**src/rtl/fp_addsub_ctrl_if.sv**
```systemverilog
// Control/status bundle between the FP add/sub sequencer and its datapath.
// Handshake: start is sampled only while the sequencer is idle (busy=0, done=0);
// an accepted start raises busy the next cycle and ends with exactly one done pulse.
interface fp_addsub_ctrl_if;
  logic start;
  logic greater;
  logic sign_gt;
  logic sign_lt;
  logic mant4;
  logic mant5;
  logic en_gt;
  logic en_ld;
  logic en_addsub;
  logic en_norm;
  logic en_out;
  logic ld_AB;
  logic add_sub;
  logic norm_lr;
  logic busy;
  logic done;
  logic err;

  modport master (
    output start, greater, sign_gt, sign_lt, mant4, mant5,
    input  en_gt, en_ld, en_addsub, en_norm, en_out,
    input  ld_AB, add_sub, norm_lr, busy, done, err
  );

  modport slave (
    input  start, greater, sign_gt, sign_lt, mant4, mant5,
    output en_gt, en_ld, en_addsub, en_norm, en_out,
    output ld_AB, add_sub, norm_lr, busy, done, err
  );
endinterface

```
**src/rtl/fp_addsub_ctrl.sv**
```systemverilog
// Sequencer for a floating-point add/sub datapath: compare, load, add/sub,
// normalize (bounded by NORM_MAX shifts, at most 7), output, done.
module fp_addsub_ctrl #(
  parameter int NORM_MAX = 4
) (
  input  logic                   clk,
  input  logic                   clr,
  fp_addsub_ctrl_if.slave        bus,
  output logic [2:0]             dbg_state
);

  typedef enum logic [2:0] {
    S_IDLE   = 3'd0,
    S_CMP    = 3'd1,
    S_LOAD   = 3'd2,
    S_ADDSUB = 3'd3,
    S_NORM   = 3'd4,
    S_OUT    = 3'd5,
    S_DONE   = 3'd6
  } state_t;

  state_t     state_q, state_d;
  logic [2:0] cnt_q, cnt_d;
  logic       en_gt_q, en_gt_d;
  logic       en_ld_q, en_ld_d;
  logic       en_addsub_q, en_addsub_d;
  logic       en_out_q, en_out_d;
  logic       busy_q, busy_d;
  logic       done_q, done_d;
  logic       err_q, err_d;
  logic       normalized;
  logic       norm_abort;
  logic       norm_pulse;

  always_comb begin
    normalized  = !bus.mant5 && bus.mant4;
    norm_abort  = !normalized && (cnt_q == 3'(NORM_MAX));
    norm_pulse  = (state_q == S_NORM) && !normalized && !norm_abort;
    state_d     = state_q;
    cnt_d       = cnt_q;
    err_d       = err_q;
    unique case (state_q)
      S_IDLE: begin
        if (bus.start) begin
          state_d = S_CMP;
          err_d   = 1'b0;
        end
      end
      S_CMP:    state_d = S_LOAD;
      S_LOAD:   state_d = S_ADDSUB;
      S_ADDSUB: begin
        state_d = S_NORM;
        cnt_d   = 3'd0;
      end
      S_NORM: begin
        if (normalized) begin
          state_d = S_OUT;
        end else if (norm_abort) begin
          state_d = S_OUT;
          err_d   = 1'b1;
        end else begin
          cnt_d = cnt_q + 3'd1;
        end
      end
      S_OUT:    state_d = S_DONE;
      S_DONE:   state_d = S_IDLE;
      default:  state_d = S_IDLE;
    endcase
    // Step enables are registered alongside the state so they are clean decodes.
    en_gt_d     = (state_d == S_CMP);
    en_ld_d     = (state_d == S_LOAD);
    en_addsub_d = (state_d == S_ADDSUB);
    en_out_d    = (state_d == S_OUT);
    busy_d      = (state_d != S_IDLE) && (state_d != S_DONE);
    done_d      = (state_d == S_DONE);
  end

  always_ff @(posedge clk or posedge clr) begin
    if (clr) begin
      state_q     <= S_IDLE;
      cnt_q       <= 3'd0;
      en_gt_q     <= 1'b0;
      en_ld_q     <= 1'b0;
      en_addsub_q <= 1'b0;
      en_out_q    <= 1'b0;
      busy_q      <= 1'b0;
      done_q      <= 1'b0;
      err_q       <= 1'b0;
    end else begin
      state_q     <= state_d;
      cnt_q       <= cnt_d;
      en_gt_q     <= en_gt_d;
      en_ld_q     <= en_ld_d;
      en_addsub_q <= en_addsub_d;
      en_out_q    <= en_out_d;
      busy_q      <= busy_d;
      done_q      <= done_d;
      err_q       <= err_d;
    end
  end

  // Datapath flags only become valid the cycle after each step, so the
  // qualifiers and the normalize pulse are gated combinationally by state.
  assign bus.en_gt     = en_gt_q;
  assign bus.en_ld     = en_ld_q;
  assign bus.en_addsub = en_addsub_q;
  assign bus.en_out    = en_out_q;
  assign bus.en_norm   = norm_pulse;
  assign bus.ld_AB     = en_ld_q & bus.greater;
  assign bus.add_sub   = en_addsub_q & ~(bus.sign_gt ^ bus.sign_lt);
  assign bus.norm_lr   = norm_pulse & ~bus.mant5;
  assign bus.busy      = busy_q;
  assign bus.done      = done_q;
  assign bus.err       = err_q;
  assign dbg_state     = state_q;

endmodule

```
**src/flat_wrapper.sv**
```systemverilog
// flat-port wrapper written by rule: the top's interface ports become plain ports
module fp_addsub_ctrl_flat 
#(
  parameter int NORM_MAX = 4
)
  (clk, clr, dbg_state, bus_start, bus_greater, bus_sign_gt, bus_sign_lt, bus_mant4, bus_mant5, bus_en_gt, bus_en_ld, bus_en_addsub, bus_en_norm, bus_en_out, bus_ld_AB, bus_add_sub, bus_norm_lr, bus_busy, bus_done, bus_err);
  fp_addsub_ctrl_if bus_i ();
  input  logic clk;
  input  logic clr;
  output logic [2:0] dbg_state;
  input wire logic [$bits(bus_i.start)-1:0] bus_start;
  input wire logic [$bits(bus_i.greater)-1:0] bus_greater;
  input wire logic [$bits(bus_i.sign_gt)-1:0] bus_sign_gt;
  input wire logic [$bits(bus_i.sign_lt)-1:0] bus_sign_lt;
  input wire logic [$bits(bus_i.mant4)-1:0] bus_mant4;
  input wire logic [$bits(bus_i.mant5)-1:0] bus_mant5;
  output wire logic [$bits(bus_i.en_gt)-1:0] bus_en_gt;
  output wire logic [$bits(bus_i.en_ld)-1:0] bus_en_ld;
  output wire logic [$bits(bus_i.en_addsub)-1:0] bus_en_addsub;
  output wire logic [$bits(bus_i.en_norm)-1:0] bus_en_norm;
  output wire logic [$bits(bus_i.en_out)-1:0] bus_en_out;
  output wire logic [$bits(bus_i.ld_AB)-1:0] bus_ld_AB;
  output wire logic [$bits(bus_i.add_sub)-1:0] bus_add_sub;
  output wire logic [$bits(bus_i.norm_lr)-1:0] bus_norm_lr;
  output wire logic [$bits(bus_i.busy)-1:0] bus_busy;
  output wire logic [$bits(bus_i.done)-1:0] bus_done;
  output wire logic [$bits(bus_i.err)-1:0] bus_err;
  assign bus_i.start = bus_start;
  assign bus_i.greater = bus_greater;
  assign bus_i.sign_gt = bus_sign_gt;
  assign bus_i.sign_lt = bus_sign_lt;
  assign bus_i.mant4 = bus_mant4;
  assign bus_i.mant5 = bus_mant5;
  assign bus_en_gt = bus_i.en_gt;
  assign bus_en_ld = bus_i.en_ld;
  assign bus_en_addsub = bus_i.en_addsub;
  assign bus_en_norm = bus_i.en_norm;
  assign bus_en_out = bus_i.en_out;
  assign bus_ld_AB = bus_i.ld_AB;
  assign bus_add_sub = bus_i.add_sub;
  assign bus_norm_lr = bus_i.norm_lr;
  assign bus_busy = bus_i.busy;
  assign bus_done = bus_i.done;
  assign bus_err = bus_i.err;
  fp_addsub_ctrl #(.NORM_MAX(NORM_MAX)) u_core (.clk(clk), .clr(clr), .bus(bus_i), .dbg_state(dbg_state));
endmodule
```
**config.mk**
```make
export PLATFORM = sky130hd
export DESIGN_NAME = fp_addsub_ctrl_flat
export DESIGN_NICKNAME = d
export VERILOG_FILES = /design/src/rtl/fp_addsub_ctrl_if.sv /design/src/rtl/fp_addsub_ctrl.sv /design/src/flat_wrapper.sv
export SDC_FILE = /design/constraint.sdc
export NUM_CORES = 1
export LEC_CHECK = 0
export ABC_AREA = 1
export BUFFER_PORTS_ARGS = -buffer_cell sky130_fd_sc_hd__buf_2
export CORE_MARGIN = 2
export CORE_UTILIZATION = 47
export CTS_CLUSTER_SIZE = 40
export DETAILED_ROUTE_END_ITERATION = 7
export PLACE_DENSITY_LB_ADDON = 0.1
export SLEW_MARGIN = 25
export SYNTH_ARGS = -nofsm -noshare
export SYNTH_HDL_FRONTEND = slang
export SYNTH_SLANG_ARGS = --single-unit
export TNS_END_PERCENT = 30
```
**constraint.sdc**
```tcl
create_clock -name clk -period 1.6 [get_ports clk]
set_input_delay 0.24 -clock clk [delete_from_list [all_inputs] [get_ports clk]]
set_output_delay 0.24 -clock clk [all_outputs]
set_load 0.005 [all_outputs]
```
# ---- After elaboration in Yosys (flattened, before gate mapping)
# Index checks and enable logic that the tools add are counted.
dict set report totals {
  reg_bits 13
  in_bits 8
  output_inout_bits 14
}
dict set report op_classes {
  addsub 1
  eq_ne 16
  muxes 11
  n_bitwise 6
  reduce_logical 14
}
# operator count
set op_table {}
lappend op_table {{3-bit case mux with 6 select lines} 1}
lappend op_table {{3-bit == test, second input constant} 5}
lappend op_table {{3-bit two-way mux} 5}
lappend op_table {{3-bit by 2-bit == test with 1-bit output, second input constant} 4}
lappend op_table {{3-bit by 1-bit == test with 1-bit output, second input constant} 2}
lappend op_table {{2-bit inequality test, second input constant} 3}
lappend op_table {{3-bit case mux with 2 select lines} 1}
lappend op_table {{1-bit logical AND} 5}
lappend op_table {{4-bit AND reduction} 1}
lappend op_table {{2-bit nonzero test} 2}
lappend op_table {{3-bit by 1-bit adder with 3-bit output, second input constant} 1}
lappend op_table {{1-bit AND} 3}
lappend op_table {{1-bit zero test} 3}
lappend op_table {{3-bit zero test} 1}
lappend op_table {{1-bit two-way mux} 3}
lappend op_table {{3-bit inequality test, second input constant} 1}
lappend op_table {{3-bit AND reduction} 1}
lappend op_table {{3-bit nonzero test} 1}
lappend op_table {{2-bit by 1-bit inequality test with 1-bit output, second input constant} 1}
lappend op_table {{1-bit NOT} 2}
lappend op_table {{1-bit case mux with 2 select lines} 1}
lappend op_table {{1-bit XOR} 1}

# ---- Logic depth before layout (Yosys ltp)
dict set report logic_depth {
  depth_word 9
  mapped_depth 9
}

# ---- Worst setup path before layout
# Ideal clock, no wire load.
dict set report synth_path {
  kind {flip-flop to output port}
  from {reg u_core.cnt_q[0]}
  to {out bus_norm_lr}
  arrival_time_ps 1001
  t_required_ps 1360
  setup_slack_ps 359
  path_stages_with_launch 8
  n_path_buf 0
  path_cell_list {dfrtp_1 -> inv_1 -> ha_1 -> nand2_1 -> nand2_1 -> inv_1 -> nand2_2 -> nor2_1}
}
dict set report synth_between {
  elab_chain_cells 5
}
# item line_no
set synth_rtl {}
lappend synth_rtl {{start, declared} fp_addsub_ctrl.sv:23} ;# logic [2:0] cnt_q, cnt_d;
lappend synth_rtl {{start signal, assigned} fp_addsub_ctrl.sv:91} ;# cnt_q <= cnt_d;
lappend synth_rtl {{3-bit == test} fp_addsub_ctrl.sv:37} ;# norm_abort = !normalized && (cnt_q == 3'(NORM_MAX));
lappend synth_rtl {{1-bit logical AND} fp_addsub_ctrl.sv:37}
lappend synth_rtl {{1-bit zero test} fp_addsub_ctrl.sv:38} ;# norm_pulse = (state_q == S_NORM) && !normalized && !norm_abort;
lappend synth_rtl {{1-bit logical AND} fp_addsub_ctrl.sv:38}
lappend synth_rtl {{1-bit AND} fp_addsub_ctrl.sv:111} ;# assign bus.norm_lr = norm_pulse & ~bus.mant5;
lappend synth_rtl {{end, declared} flat_wrapper.sv:24} ;# output wire logic [$bits(bus_i.norm_lr)-1:0] bus_norm_lr;
# Every way passes these cells.

# ---- Worst setup path after layout
dict set report layout_path {
  from {reg u_core.cnt_q[1]}
  to {out bus_norm_lr}
}
# Same word-level chain as after synthesis.

==> summary.md <==
| Metric | Value |
|---|---|
| Yosys warns | `0` |
| CP endpoint kind | `output port` |
| RSZ-0062 raised after global routing | `yes` |
| Gpl congestion | `0.7918` |
| IO Port Bufs | `21` |
| Worst slew margin | `around 70%` |
| Area share of the largest cell type after synthesis | `50.00%` |
| Area Overhead vs Synth | `28.65%` |
| Share of cells above drive strength 1 | `46.08%` |
| Commonest non-fill, non-tap cell in the layout | `buf_2` |
| CTS tree | `yes` |
| Final Hold Fails | `0` |
| Vias per inst | `4.718` |
| Io pins | `22` |
| Routed WL | `1.140 mm` |
| Root Driver | `clkbuf_4` |
| Vias in the first global route | `454` |
| # DRC | `0` |
| Die Span X | `approximately 40 um` |
| Vias | `around 550` |
| Worst hold path class | `in -> reg` |
| Sequential area share after synthesis | `between 50% and 60%` |
| Iter 0 DRT Violations | `10` |
| Total track usage | `16.89%` |
| PD cells | `1584 nW/um2` |
| CTS buffer count | `3` |
| Post-route ant nets | `0` |
| Worst-Margin Slew | `0.4539 ns` |
| Post-Place Cells | `roughly 110` |
| Core area | `1301 um2` |
| Largest net degree at the start of global routing | `14` |
| Post-Syn Instances | `76` |
| Mapped Area | `650.6 um2` |
| Crit path max fanout | `3` |
| Global route overflow | `0` |
| Clk pin slew, worst setup/hold paths | `0.07 ns` |
| Critical Path Start Type | `flip-flop` |
| Yosys top cell by area | `dfrtp_1` |
| Site Rows | `13` |
| Syn_nets | `86` |
| Synth Area per Inst | `8.561 um2` |
| Max Cap Viol | `0` |
| Leakage | `about 0.47 nW` |
| Status | `finished clean` |
| Min cycle time layout | `roughly 1.6 ns` |
| Initial antenna violation count | `0` |
| Critical Path RT | `1.36 ns` |
| Hpwl dp | `872 um` |
| Clock Latency Late Sink | `0.27 ns` |
| Final clock period utilization by the worst path | `98.21%` |
| Max H-tree Level | `1` |
| Worst vdd ir | `1.132 mV` |
| CP Data Arrival Time | `1.33 ns` |
| Core Util, Final | `64.33%` |
| Drt first pass iters | `4` |
| Die area | `1698 um2` |
| Nets | `113` |
| Flop and latch count out of synthesis | `13` |
| Power, Total | `between 0.001 and 0.0015 W` |
| Ant. Diodes | `0` |
| Clock net sink count | `13` |
| CP Class | `reg -> out` |
| Die H | `41.21 um` |
| Setup Skew | `approximately 0.00074 ns` |
| Filler cells | `~120` |
| Max Freq | `0.6364 GHz` |
| Commonest non-fill, non-tap cells in the layout | `buf_2, nand2_1, inv_1` |
| Max-slew violation count | `0` |
| Starting density of the core | `around 50%` |
| Distinct cells, synth | `21` |
| Non-Filler Instances | `around 120` |
| DR WL/cell | `roughly 9.7 um` |
| Number of buffers on the longest clock path | `2` |
| Top cells by area, synth | `dfrtp_1, nand2_1, inv_1` |
| Final setup violation count | `0` |
| First-pass GRT wire length | `between 1.5 and 2 mm` |
[power by group]
group | switching, W | total, W | internal (W) | leakage (nW)
clock | 0.0000921 | 0.000189 | 0.0000965 | 0.0150
sequential | 0.0000938 | 0.000532 | 0.000438 | 0.166
combinational | 0.000358 | 0.000606 | 0.000247 | 0.290
total | 0.000544 | 0.00133 | 0.000782 | 0.471
[final timing paths]
| path | from | slack (ns) | cells after the start | endpoint |
|---|---|---|---|---|
| worst min-delay path | bus_start | 0.30 | 3 | u_core.dbg_state[0] |
| max in group asynchronous | clr | 0.74 | 3 | u_core.dbg_state[2] |
| worst max-delay path | u_core.cnt_q[1] | 0.03 | 8 | bus_norm_lr |
| worst max register to register | u_core.cnt_q[0] | 0.37 | 7 | u_core.cnt_q[2] |
| min in group asynchronous | clr | 0.53 | 3 | u_core.bus.en_addsub |
| worst min register to register | u_core.bus.err | 0.52 | 2 | u_core.bus.err |
[synthesized netlist by cell type]
| master | count |
|---|---|
| nand2_1 | 16 |
| dfrtp_1 | 13 |
| inv_1 | 13 |
| nor2_1 | 6 |
| a21oi_1 | 3 |
| nand2_2 | 3 |
| nor2_2 | 3 |
| a21oi_2 | 2 |
| ha_1 | 2 |
| inv_2 | 2 |
| nand3_1 | 2 |
| o21ai_0 | 2 |
| buf_6 | 1 |
| clkinv_2 | 1 |
| nand3_2 | 1 |
| nand3b_1 | 1 |
| nand4_1 | 1 |
| nor2_4 | 1 |
| nor3_1 | 1 |
| o21ai_2 | 1 |
| or2_2 | 1 |
[layer usage]
metal  GRT usage, %  routed length [um]
met4          9.677                  12
met2          26.56                 575
met1          19.39                 476
met3          6.522                  74
met5              0                   0
[cell families (layout without fill, tap and decap cells)]
group,count (synthesis),in the layout,share of synthesized area [%]
adder cells (fa/ha/maj),2,2,3.846
AND/OR/NAND/NOR,36,36,27.12
flip-flops,13,13,50.00
AO/OA/AOI/OAI,8,8,7.885
buffers and inverters,17,43,11.15
[layout make-up]
class	instances	area, um2	area share, %
clock buffers	4	26.28	3.139
flip-flops and latches	13	327.8	39.16
multi-input cells	46	277.8	33.18
inverters	16	63.81	7.623
well taps	15	18.77	2.242
repair buffers	23	122.6	14.65
[critical path, cell delays in order (launching register included)]
cell,delay (ns)
dfrtp_1,0.38
inv_1,0.10
ha_2,0.18
nand2_2,0.06
nand2_4,0.08
inv_4,0.04
nand2_4,0.07
nor2_4,0.04
buf_2,0.11
[through the flow]
step / hold WS, ns / area, um2 / TNS (ns) / setup slack [ns]
detailed placement: 0.2722 / 763.2 / 0 / 0.2274
CTS: 0.2805 / 807.0 / 0 / 0.001416
global route: 0.3204 / 837.1 / -0.06869 / -0.06869
floorplan: 0.1170 / 650.6 / 0 / 0.3589
global placement: 0.2716 / 763.2 / 0 / 0.2599
finish: 0.3007 / 837.1 / 0 / 0.02866
[timing repair]
| action | in CTS | in global routing |
|---|---|---|
| buffers inserted | 1 | 0 |
| hold endpoints to repair | 13 | 0 |
| hold buffers | 1 | 0 |
| setup endpoints to repair | 1 | 2 |
| resized for setup | 1 | 10 |
| pin swaps | 0 | 3 |
Power figures use the tool's default switching activity.
